[src/rtl/control_cmd_readpixel_run_if.sv]
// -----------------------------------------------------------------------------
// control_cmd_readpixel_run_if
// Purpose : groups the byte-stream input and the framebuffer RAM write port of
//           the run-length pixel write command into one bundle.
// Params  : ROW_W / COL_W / PIX_W - widths of the RAM row, column and
//           byte-within-pixel addresses.
// Signals : enable, data_in             - command byte stream (1-cycle strobe)
//           row, column, pixel,
//           data_out, ram_write_enable,
//           ram_access_start            - RAM write request
//           busy, range_error, done     - command status
// Modports: slave  - the command block
//           master - the byte source / RAM side that drives it
// -----------------------------------------------------------------------------
interface control_cmd_readpixel_run_if #(
  parameter int ROW_W = 5,
  parameter int COL_W = 6,
  parameter int PIX_W = 1
);
  logic             enable;
  logic [7:0]       data_in;
  logic [ROW_W-1:0] row;
  logic [COL_W-1:0] column;
  logic [PIX_W-1:0] pixel;
  logic [7:0]       data_out;
  logic             ram_write_enable;
  logic             ram_access_start;
  logic             busy;
  logic             range_error;
  logic             done;

  modport slave (
    input  enable, data_in,
    output row, column, pixel, data_out, ram_write_enable, ram_access_start,
           busy, range_error, done
  );

  modport master (
    output enable, data_in,
    input  row, column, pixel, data_out, ram_write_enable, ram_access_start,
           busy, range_error, done
  );
endinterface

[src/rtl/control_cmd_readpixel_run.sv]
// -----------------------------------------------------------------------------
// control_cmd_readpixel_run
// Purpose : run-length pixel write command. Parses a row byte, a column byte
//           and LEN_BYTES run-length bytes (MSB first), then streams
//           length * BYTES_PER_PIXEL data bytes into framebuffer RAM, stepping
//           the byte-within-pixel address downwards and then the column.
// Ports   : clk      - system clock
//           reset_n  - asynchronous active-low reset
//           bus      - control_cmd_readpixel_run_if.slave (byte stream in,
//                      RAM write port and status out; all outputs registered)
// Options : define CONTROL_CMD_RUN_ROW_ADVANCE_EN to make a column wrap also
//           step the row (with row wrap). Without it the row stays at the
//           header value for the whole run.
// -----------------------------------------------------------------------------
module control_cmd_readpixel_run #(
  parameter int BYTES_PER_PIXEL = 2,
  parameter int PIXEL_HEIGHT    = 32,
  parameter int PIXEL_WIDTH     = 64,
  parameter int LEN_BYTES       = 2
) (
  input  logic                          clk,
  input  logic                          reset_n,
  control_cmd_readpixel_run_if.slave    bus
);

  localparam int ROW_W  = (PIXEL_HEIGHT > 1) ? $clog2(PIXEL_HEIGHT) : 1;
  localparam int COL_W  = (PIXEL_WIDTH > 1) ? $clog2(PIXEL_WIDTH) : 1;
  localparam int PIX_W  = (BYTES_PER_PIXEL > 1) ? $clog2(BYTES_PER_PIXEL) : 1;
  localparam int LEN_W  = 8 * LEN_BYTES;
  localparam int LCNT_W = (LEN_BYTES > 1) ? $clog2(LEN_BYTES) : 1;

  localparam logic [7:0]        LAST_ROW  = 8'(PIXEL_HEIGHT - 1);
  localparam logic [7:0]        LAST_COL  = 8'(PIXEL_WIDTH - 1);
  localparam logic [PIX_W-1:0]  PIX_LAST  = PIX_W'(BYTES_PER_PIXEL - 1);
  localparam logic [LCNT_W-1:0] LCNT_LAST = LCNT_W'(LEN_BYTES - 1);

  // The IDLE state parses the row byte itself, so a command that starts in
  // the DONE cycle is handled exactly like one that starts from IDLE.
  typedef enum logic [2:0] {
    S_IDLE = 3'd0,
    S_COL  = 3'd1,
    S_LEN  = 3'd2,
    S_DATA = 3'd3,
    S_DONE = 3'd4
  } state_t;

  state_t              state_q,    state_d;
  logic [7:0]          row_q,      row_d;       // working row (header value)
  logic [7:0]          col_q,      col_d;       // working column
  logic [PIX_W-1:0]    pix_q,      pix_d;       // byte-within-pixel counter
  logic [LEN_W-1:0]    len_q,      len_d;       // length shift reg, then pixels left
  logic [LCNT_W-1:0]   lcnt_q,     lcnt_d;      // length byte index
  logic                zero_len_q, zero_len_d;  // run had length 0
  logic                err_q,      err_d;
  logic                busy_q,     busy_d;
  logic                done_q,     done_d;
  logic [ROW_W-1:0]    row_o_q,    row_o_d;
  logic [COL_W-1:0]    col_o_q,    col_o_d;
  logic [PIX_W-1:0]    pix_o_q,    pix_o_d;
  logic [7:0]          dout_q,     dout_d;
  logic                we_q,       we_d;
  logic                start_q,    start_d;
  logic [LEN_W-1:0]    new_len_s;

  assign new_len_s = (len_q << 4'd8) | LEN_W'(bus.data_in);

  // Next-state and output decode for the command parser.
  always_comb begin
    state_d    = state_q;
    row_d      = row_q;
    col_d      = col_q;
    pix_d      = pix_q;
    len_d      = len_q;
    lcnt_d     = lcnt_q;
    zero_len_d = zero_len_q;
    err_d      = err_q;
    busy_d     = busy_q;
    done_d     = 1'b0;
    row_o_d    = row_o_q;
    col_o_d    = col_o_q;
    pix_o_d    = pix_o_q;
    dout_d     = dout_q;
    we_d       = 1'b0;
    start_d    = 1'b0;

    case (state_q)
      S_IDLE: begin
        if (bus.enable) begin
          row_d   = bus.data_in;
          busy_d  = 1'b1;
          err_d   = 1'b0;
          state_d = S_COL;
        end else begin
          state_d = S_IDLE;
        end
      end

      S_COL: begin
        if (bus.enable) begin
          col_d   = bus.data_in;
          err_d   = (int'(row_q) >= PIXEL_HEIGHT) || (int'(bus.data_in) >= PIXEL_WIDTH);
          len_d   = {LEN_W{1'b0}};
          lcnt_d  = {LCNT_W{1'b0}};
          state_d = S_LEN;
        end else begin
          state_d = S_COL;
        end
      end

      S_LEN: begin
        if (bus.enable) begin
          len_d = new_len_s;
          if (lcnt_q == LCNT_LAST) begin
            if (new_len_s == {LEN_W{1'b0}}) begin
              // Empty run: done is raised straight away, one cycle after the
              // last length byte.
              zero_len_d = 1'b1;
              done_d     = 1'b1;
              busy_d     = 1'b0;
              state_d    = S_DONE;
            end else begin
              zero_len_d = 1'b0;
              pix_d      = PIX_LAST;
              state_d    = S_DATA;
            end
          end else begin
            lcnt_d = lcnt_q + LCNT_W'(1);
          end
        end else begin
          state_d = S_LEN;
        end
      end

      S_DATA: begin
        if (bus.enable) begin
          // Out-of-range runs still consume their bytes, only the write is dropped.
          if (!err_q) begin
            we_d    = 1'b1;
            start_d = 1'b1;
            dout_d  = bus.data_in;
            row_o_d = ROW_W'(row_q);
            col_o_d = COL_W'(col_q);
            pix_o_d = pix_q;
          end else begin
            we_d    = 1'b0;
            start_d = 1'b0;
          end
          if (pix_q == {PIX_W{1'b0}}) begin
            pix_d = PIX_LAST;
            len_d = len_q - LEN_W'(1);
            if (col_q == LAST_COL) begin
              col_d = 8'd0;
`ifdef CONTROL_CMD_RUN_ROW_ADVANCE_EN
              if (row_q == LAST_ROW) begin
                row_d = 8'd0;
              end else begin
                row_d = row_q + 8'd1;
              end
`else
              row_d = row_q;
`endif
            end else begin
              col_d = col_q + 8'd1;
            end
            if (len_q == LEN_W'(1)) begin
              state_d = S_DONE;
            end else begin
              state_d = S_DATA;
            end
          end else begin
            pix_d = pix_q - PIX_W'(1);
          end
        end else begin
          state_d = S_DATA;
        end
      end

      S_DONE: begin
        // For a non-empty run done lands one cycle after the final write strobe.
        done_d = ~zero_len_q;
        busy_d = 1'b0;
        if (bus.enable) begin
          row_d   = bus.data_in;
          busy_d  = 1'b1;
          err_d   = 1'b0;
          state_d = S_COL;
        end else begin
          state_d = S_IDLE;
        end
      end

      default: begin
        state_d = S_IDLE;
      end
    endcase
  end

  // State, counters and registered outputs.
  always_ff @(posedge clk or negedge reset_n) begin
    if (!reset_n) begin
      state_q    <= S_IDLE;
      row_q      <= 8'd0;
      col_q      <= 8'd0;
      pix_q      <= {PIX_W{1'b0}};
      len_q      <= {LEN_W{1'b0}};
      lcnt_q     <= {LCNT_W{1'b0}};
      zero_len_q <= 1'b0;
      err_q      <= 1'b0;
      busy_q     <= 1'b0;
      done_q     <= 1'b0;
      row_o_q    <= {ROW_W{1'b0}};
      col_o_q    <= {COL_W{1'b0}};
      pix_o_q    <= {PIX_W{1'b0}};
      dout_q     <= 8'd0;
      we_q       <= 1'b0;
      start_q    <= 1'b0;
    end else begin
      state_q    <= state_d;
      row_q      <= row_d;
      col_q      <= col_d;
      pix_q      <= pix_d;
      len_q      <= len_d;
      lcnt_q     <= lcnt_d;
      zero_len_q <= zero_len_d;
      err_q      <= err_d;
      busy_q     <= busy_d;
      done_q     <= done_d;
      row_o_q    <= row_o_d;
      col_o_q    <= col_o_d;
      pix_o_q    <= pix_o_d;
      dout_q     <= dout_d;
      we_q       <= we_d;
      start_q    <= start_d;
    end
  end

  assign bus.row              = row_o_q;
  assign bus.column           = col_o_q;
  assign bus.pixel            = pix_o_q;
  assign bus.data_out         = dout_q;
  assign bus.ram_write_enable = we_q;
  assign bus.ram_access_start = start_q;
  assign bus.busy             = busy_q;
  assign bus.range_error      = err_q;
  assign bus.done             = done_q;

endmodule

[src/flat_wrapper.sv]
// flat-port wrapper written by rule: the top's interface ports become plain ports
module control_cmd_readpixel_run_flat 
#(
  parameter int BYTES_PER_PIXEL = 2,
  parameter int PIXEL_HEIGHT    = 32,
  parameter int PIXEL_WIDTH     = 64,
  parameter int LEN_BYTES       = 2
)
  (clk, reset_n, bus_enable, bus_data_in, bus_row, bus_column, bus_pixel, bus_data_out, bus_ram_write_enable, bus_ram_access_start, bus_busy, bus_range_error, bus_done);
  control_cmd_readpixel_run_if #(.ROW_W(5), .COL_W(6), .PIX_W(1)) bus_i ();
  input  logic clk;
  input  logic reset_n;
  input wire logic [$bits(bus_i.enable)-1:0] bus_enable;
  input wire logic [$bits(bus_i.data_in)-1:0] bus_data_in;
  output wire logic [$bits(bus_i.row)-1:0] bus_row;
  output wire logic [$bits(bus_i.column)-1:0] bus_column;
  output wire logic [$bits(bus_i.pixel)-1:0] bus_pixel;
  output wire logic [$bits(bus_i.data_out)-1:0] bus_data_out;
  output wire logic [$bits(bus_i.ram_write_enable)-1:0] bus_ram_write_enable;
  output wire logic [$bits(bus_i.ram_access_start)-1:0] bus_ram_access_start;
  output wire logic [$bits(bus_i.busy)-1:0] bus_busy;
  output wire logic [$bits(bus_i.range_error)-1:0] bus_range_error;
  output wire logic [$bits(bus_i.done)-1:0] bus_done;
  assign bus_i.enable = bus_enable;
  assign bus_i.data_in = bus_data_in;
  assign bus_row = bus_i.row;
  assign bus_column = bus_i.column;
  assign bus_pixel = bus_i.pixel;
  assign bus_data_out = bus_i.data_out;
  assign bus_ram_write_enable = bus_i.ram_write_enable;
  assign bus_ram_access_start = bus_i.ram_access_start;
  assign bus_busy = bus_i.busy;
  assign bus_range_error = bus_i.range_error;
  assign bus_done = bus_i.done;
  control_cmd_readpixel_run #(.BYTES_PER_PIXEL(BYTES_PER_PIXEL), .PIXEL_HEIGHT(PIXEL_HEIGHT), .PIXEL_WIDTH(PIXEL_WIDTH), .LEN_BYTES(LEN_BYTES)) u_core (.clk(clk), .reset_n(reset_n), .bus(bus_i));
endmodule
[config.mk]
export PLATFORM = sky130hd
export DESIGN_NAME = control_cmd_readpixel_run_flat
export DESIGN_NICKNAME = d
export VERILOG_FILES = /design/src/rtl/control_cmd_readpixel_run_if.sv /design/src/rtl/control_cmd_readpixel_run.sv /design/src/flat_wrapper.sv
export SDC_FILE = /design/constraint.sdc
export NUM_CORES = 1
export LEC_CHECK = 0
export ABC_CLOCK_PERIOD_IN_PS = 1900
export CAP_MARGIN = 5
export CORE_UTILIZATION = 40
export DETAILED_ROUTE_END_ITERATION = 7
export GPL_ROUTABILITY_DRIVEN = 0
export PLACE_DENSITY = 0.62
export REMOVE_ABC_BUFFERS = 1
export SYNTH_ARGS = -nofsm -noshare
export SYNTH_HDL_FRONTEND = slang
export SYNTH_SLANG_ARGS = --single-unit
[constraint.sdc]
create_clock -name clk -period 1.9 [get_ports clk]
set_input_delay 0.285 -clock clk [delete_from_list [all_inputs] [get_ports clk]]
set_output_delay 0.285 -clock clk [all_outputs]
set_load 0.01 [all_outputs]
Word level (Yosys, flattened, before mapping)
Index checks and enable logic that the tools add are counted.
W data, S select, Z words.
{"block": "word_totals", "reg_bits": 62, "inputBits": 11, "elab_cells": 105}
{"block": "op_classes", "addsub": 4, "order_cmp": 2, "eq_ne": 17, "n_mux": 44, "bitwise": 3, "reduce_logical": 20}
{"operator": "$mux W16", "n": 4}
{"operator": "$pmux W16 S3", "n": 1}
{"operator": "$mux W8", "n": 4}
{"operator": "$mux W1", "n": 21}
{"operator": "$mux W3", "n": 6}
{"operator": "$eq A16 B1 Y1 const B", "n": 1}
{"operator": "$logic_not A16 Y1", "n": 1}
{"operator": "$or A16 B8 Y16", "n": 1}
{"operator": "$pmux W8 S2", "n": 1}
{"operator": "$sub A16 B1 Y16 const B", "n": 1}
{"operator": "$reduce_and A5 Y1", "n": 3}
{"operator": "$ne A2 B2 Y1 const B", "n": 6}
{"operator": "$pmux W3 S4", "n": 1}
{"operator": "$reduce_and A3 Y1", "n": 4}
{"operator": "$add A8 B1 Y8 const B", "n": 1}
{"operator": "$eq A8 B6 Y1 const B", "n": 1}
{"operator": "$ge A8 B6 Y1 const B", "n": 1}
{"operator": "$ge A8 B7 Y1 const B", "n": 1}
{"operator": "$pmux W1 S2", "n": 4}
{"operator": "$reduce_bool A2 Y1", "n": 4}
{"operator": "$eq A3 B2 Y1 const B", "n": 2}
{"operator": "$ne A2 B1 Y1 const B", "n": 3}
{"operator": "$reduce_bool A3 Y1", "n": 2}
{"operator": "$reduce_and A2 Y1", "n": 2}
{"operator": "13 further kinds", "n": 14}

Depth between registers and ports, before layout
{"block": "depth", "ltp_word": 6, "mapped_depth": 7, "depth_no_buf": 7}

Worst setup path before layout
Ideal clock, no wire load.
{"block": "synth_timing", "kind": "register -> register", "start": "reg u_core.len_q[0]", "end": "reg u_core.len_q[14]", "setup_ns": 0.069, "arrival_time_ns": 1.910, "setup_slack_ns": -0.079, "stages_incl_launch_ff": 8, "path_cell_list": "dfrtp_1 -> inv_1 -> ha_1 -> or3b_4 -> nor3_4 -> nand2_2 -> or4_1 -> nand3_1"}
{"block": "synth_via", "elab_chain_len": 4}
{"item": "start, declared", "line": "control_cmd_readpixel_run.sv:51", "text": "logic [LEN_W-1:0] len_q, len_d;"}
{"item": "start signal, assigned", "line": "control_cmd_readpixel_run.sv:205", "text": "len_q <= {LEN_W{1'b0}};"}
{"item": "start signal, assigned", "line": "control_cmd_readpixel_run.sv:222", "text": "len_q <= len_d;"}
{"item": "$sub A16 B1 Y16", "line": "control_cmd_readpixel_run.sv:150", "text": "len_d = len_q - LEN_W'(1);"}
{"item": "$mux W16", "line": "control_cmd_readpixel_run.sv:148", "text": "if (pix_q == {PIX_W{1'b0}}) begin"}
{"item": "$mux W16", "line": "control_cmd_readpixel_run.sv:135", "text": "if (bus.enable) begin"}
{"item": "$pmux W16 S3", "line": "control_cmd_readpixel_run.sv:86", "text": "case (state_q)"}
Every way passes these cells. The select of a mux whose other input is x is not followed.
A chain may end at the register's enable or synchronous reset.

Worst setup path after layout
{"block": "layout_timing", "start": "reg u_core.len_q[0]", "end": "reg u_core.len_q[11]"}
Same word-level chain as after synthesis.

==> results.py <==
metrics = {
    "layout": {
        "fin_area_mm2": 0.004199,
        "fillers": 697,
        "nNetsFinal": 412,
        "drive_above_1_share_pct": 28.54,
        "syn_to_final_growth_pct": 32.39,
        "diodes": 0,
        "stdcell_count": 505,
    },
    "sta": {
        "fmaxAchievable_mhz": 524.1,
        "tightest_slew_ns": 0.6851,
        "setup_violations": 2,
        "post-route-period-util_pct": 100.4,
        "period_needed_ns": 1.908,
        "clock_skew_ns": 0.009816,
        "slew_violations": 0,
        "finalHoldViolCount": 0,
        "rsz0062_at_grt": "true",
        "relSlewSlack_pct": 54.02,
        "fin_ws_ns": -0.008088,
    },
    "synthesis": {
        "yosys.area_share.adder_pct": 1.183,
        "avgSynthCellArea_um2": 9.943,
        "ys_top_cells_by_count": "dfrtp_1 (62), nor2_1 (31), o21ai_0 (29)",
        "yosys-mux-area-fraction_pct": 9.941,
        "synth_edf_count": 0,
        "syn_inst": 319,
        "synth_simple_gate_area_share_pct": 19.88,
        "synth_warnings": 0,
        "synth_area_mm2": 0.003172,
        "yosysSeqAreaShare_pct": 48.92,
        "synthTopCellsByArea": "dfrtp_1 (49%), mux2_2 (9.6%), o21ai_0 (4.6%)",
        "synth_most_common_cell": "dfrtp_1",
        "synthXorXnorAreaFrac_pct": 0,
        "async_reset_ff_share_pct": 100.0,
        "synth_largest_area_cell": "dfrtp_1",
        "synth_compound_area_share_pct": 16.17,
        "synth_top_family_by_area": "simple AND/OR/NAND/NOR gates",
        "yosysTopAreaCellShare_pct": 48.92,
        "yosys_most_used_dff": "dfrtp_1",
        "yosys_register_bits": 62,
        "ys_types": 53,
    },
    "detailed_routing": {
        "drt_iter0_markers": 156,
        "vias_per_cell": 5.519,
        "via_count": 2787,
        "ant_nets": 0,
        "drt-total-wl_mm": 8.008,
        "avgRoutedWirePerCell_um": 15.86,
        "drcViolationCount": 0,
        "dr.pass1.iters": 4,
    },
    "clocking": {
        "cts_tree": "yes",
        "clock_latency_ns": 0.35,
        "numCtsBuffers": 9,
        "htree_levels": 3,
        "cts_sinks": 62,
        "cts_root_buf": "clkbuf_8",
        "clk_pin_slew_ns": 0.08,
        "cts_buffer_depth": 2,
    },
    "place": {
        "dpl.hpwl_mm": 5.538,
        "placed_cells": 484,
        "dpl_cell_area_mm2": 0.003915,
        "place_ws_ns": -0.2660,
        "portBuffers": 35,
    },
    "setup_path": {
        "endpoint_kind": "flip-flop",
        "crit_chain": "buf_6, or4_4, nor3_4, nand2_1, a21o_1, a221o_1",
        "crit_fanout": 5,
        "critPathKind": "flip-flop to flip-flop",
        "cpLargestDelayFamily": "simple AND/OR/NAND/NOR gates",
        "startpoint_type": "flip-flop",
        "cp_data_required_time_ns": 2.13,
        "cp.arrival_ns": 2.14,
        "reg2reg_slack_ns": -0.008,
        "slowest_delay_ns": 0.55,
        "crit_buf_inv": 1,
        "worst_path_max_delay_cell": "or4_4",
    },
    "power": {
        "switching_share_pct": 39.88,
        "pwr-share-seq_pct": 33.9,
        "p_int_w": 0.004245,
        "pwr-share-comb_pct": 50.5,
        "pwr_density_cell_mw_per_mm2": 1681,
        "power.share.clock_pct": 15.6,
        "switchingPower_w": 0.002816,
        "p_leak_nw": 1.779,
        "irDropWorstVdd_mv": 0.9369,
    },
    "floorplan": {
        "start_util_pct": 41.26,
        "dieWidth_um": 91.05,
        "die_area_mm2": 0.008289,
        "ios": 36,
        "num_rows": 32,
        "die_h_um": 91.05,
        "core_mm2": 0.007687,
    },
    "grt": {
        "gr-usage-all-layers_pct": 20.86,
        "grt_pass1_wl_mm": 13.49,
        "grt_remaining_overflow": 0,
        "grt_max_degree": 63,
        "grt_pass1_vias": 2696,
        "antenna_found_initial": 0,
    },
    "run": {
        "cap_violations": 0,
    },
    "run_status": {
        "violations": "setup timing",
        "status": "complete, but fails checks",
    },
    "min_path": {
        "holdCritPathClass": "input port to asynchronous set/reset pin",
    },
}
==> metal layers <==
metal / global-route usage, % / wire length, µm / vias to the layer above
met5: 0 / 0 / -
met4: 7.937 / 82 / 0
met2: 32.32 / 3843 / 83
met3: 5.025 / 439 / 6
li1: - / - / 1343
met1: 28.24 / 3642 / 1355
==> final timing paths <==
check | depth (start not counted) | end | from
max | 6 | u_core.len_q[11] | u_core.len_q[0]
min | 3 | u_core.bus.done | reset_n
max reg2reg | 6 | u_core.len_q[11] | u_core.len_q[0]
min reg2reg | 1 | u_core.bus.data_out[1] | u_core.bus.data_out[1]
max in group asynchronous | 3 | u_core.bus.column[5] | reset_n
min in group clk | 1 | u_core.bus.data_out[1] | u_core.bus.data_out[1]
==> sequential cells by signal, indices dropped and copies added, names as in the netlist <==
name / count
u_core.bus.column: 6
u_core.bus.busy: 1
u_core.len_q: 16
u_core.bus.pixel: 1
u_core.col_q: 8
u_core.bus.data_out: 8
u_core.zero_len_q: 1
u_core.bus.done: 1
u_core.bus.ram_write_enable: 1
u_core.bus.range_error: 1
u_core.lcnt_q: 1
u_core.state_q: 3
u_core.bus.row: 5
u_core.pix_q: 1
u_core.row_q: 8
==> worst reg2reg max path, delay by kind of cell (launching register included) <==
family / cells / cell delay (ns)
AO/OA/AOI/OAI: 2 / 0.47
buffers and inverters: 1 / 0.13
flip-flops: 1 / 0.40
AND/OR/NAND/NOR: 3 / 0.79
==> kinds of logic (layout without fill, tap and decap cells) <==
| kind of cell | Yosys count | after routing |
|---|---|---|
| AND/OR/NAND/NOR | 117 | 117 |
| AO/OA/AOI/OAI | 86 | 86 |
| flip-flops | 62 | 62 |
| multiplexers | 28 | 28 |
| buffers and inverters | 23 | 107 |
| adder cells (fa/ha/maj) | 3 | 3 |
==> power groups by stage <==
stage / Clock, W / Sequential (W) / Combinational [W]
after CTS: 0.00113 / 0.00238 / 0.00345
after global routing: 0.00119 / 0.00248 / 0.00390
final: 0.00110 / 0.00239 / 0.00356
after detailed placement: 0 / 0.00240 / 0.00343
after floorplan: 0 / 0.00251 / 0.00174
after global placement: 0 / 0.00239 / 0.00337
==> per-stage QoR <==
| step | TNS (ns) | utilization (%) | total power [W] | hold slack, ns |
|---|---|---|---|---|
| after floorplan | -28.66 | - | 0.004251 | -0.01059 |
| after global placement | -0.4603 | 50.93 | 0.005763 | 0.3258 |
| after detailed placement | -0.9847 | 50.93 | 0.005823 | 0.3275 |
| after CTS | 0 | 53.55 | 0.006964 | 0.4784 |
| after global routing | -0.1627 | 54.62 | 0.007566 | 0.5158 |
| final | -0.01507 | 54.62 | 0.007061 | 0.4814 |
==> cell type report <==
type | instances | area, µm² | area share [%]
sequential | 62 | 1551 | 36.95
inverter | 5 | 18.77 | 0.4470
clock inverter | 7 | 62.56 | 1.490
clock buffer | 9 | 123.9 | 2.950
tap | 102 | 127.6 | 3.039
timing repair buffer | 86 | 767.0 | 18.27
multi-input combinational | 234 | 1548 | 36.86
==> cells in the final DEF, fill, tap and decap left out, types with 3 or more instances in the layout <==
cell type	instances
nor3_1	9
nand3_1	8
dfrtp_1	62
o21ai_1	8
buf_6	3
o21ai_0	26
nand2_1	26
nand2b_1	3
buf_4	45
nor3b_1	3
a31oi_1	5
nor4_1	6
clkbuf_8	9
o211ai_1	3
nor2_1	31
inv_1	3
a21oi_1	22
or4_4	3
and3_1	3
inv_6	3
clkdlybuf4s50_1	34
mux2_2	27
==> what timing repair did <==
action,4_1_cts,5_1_grt
hold buffers,1,0
gates resized for setup,1,16
setup endpoints to repair,1,10
hold endpoints to repair,62,0
buffers inserted,0,4
pin swaps,0,8
No activity file was read; power rests on OpenSTA's default activity.
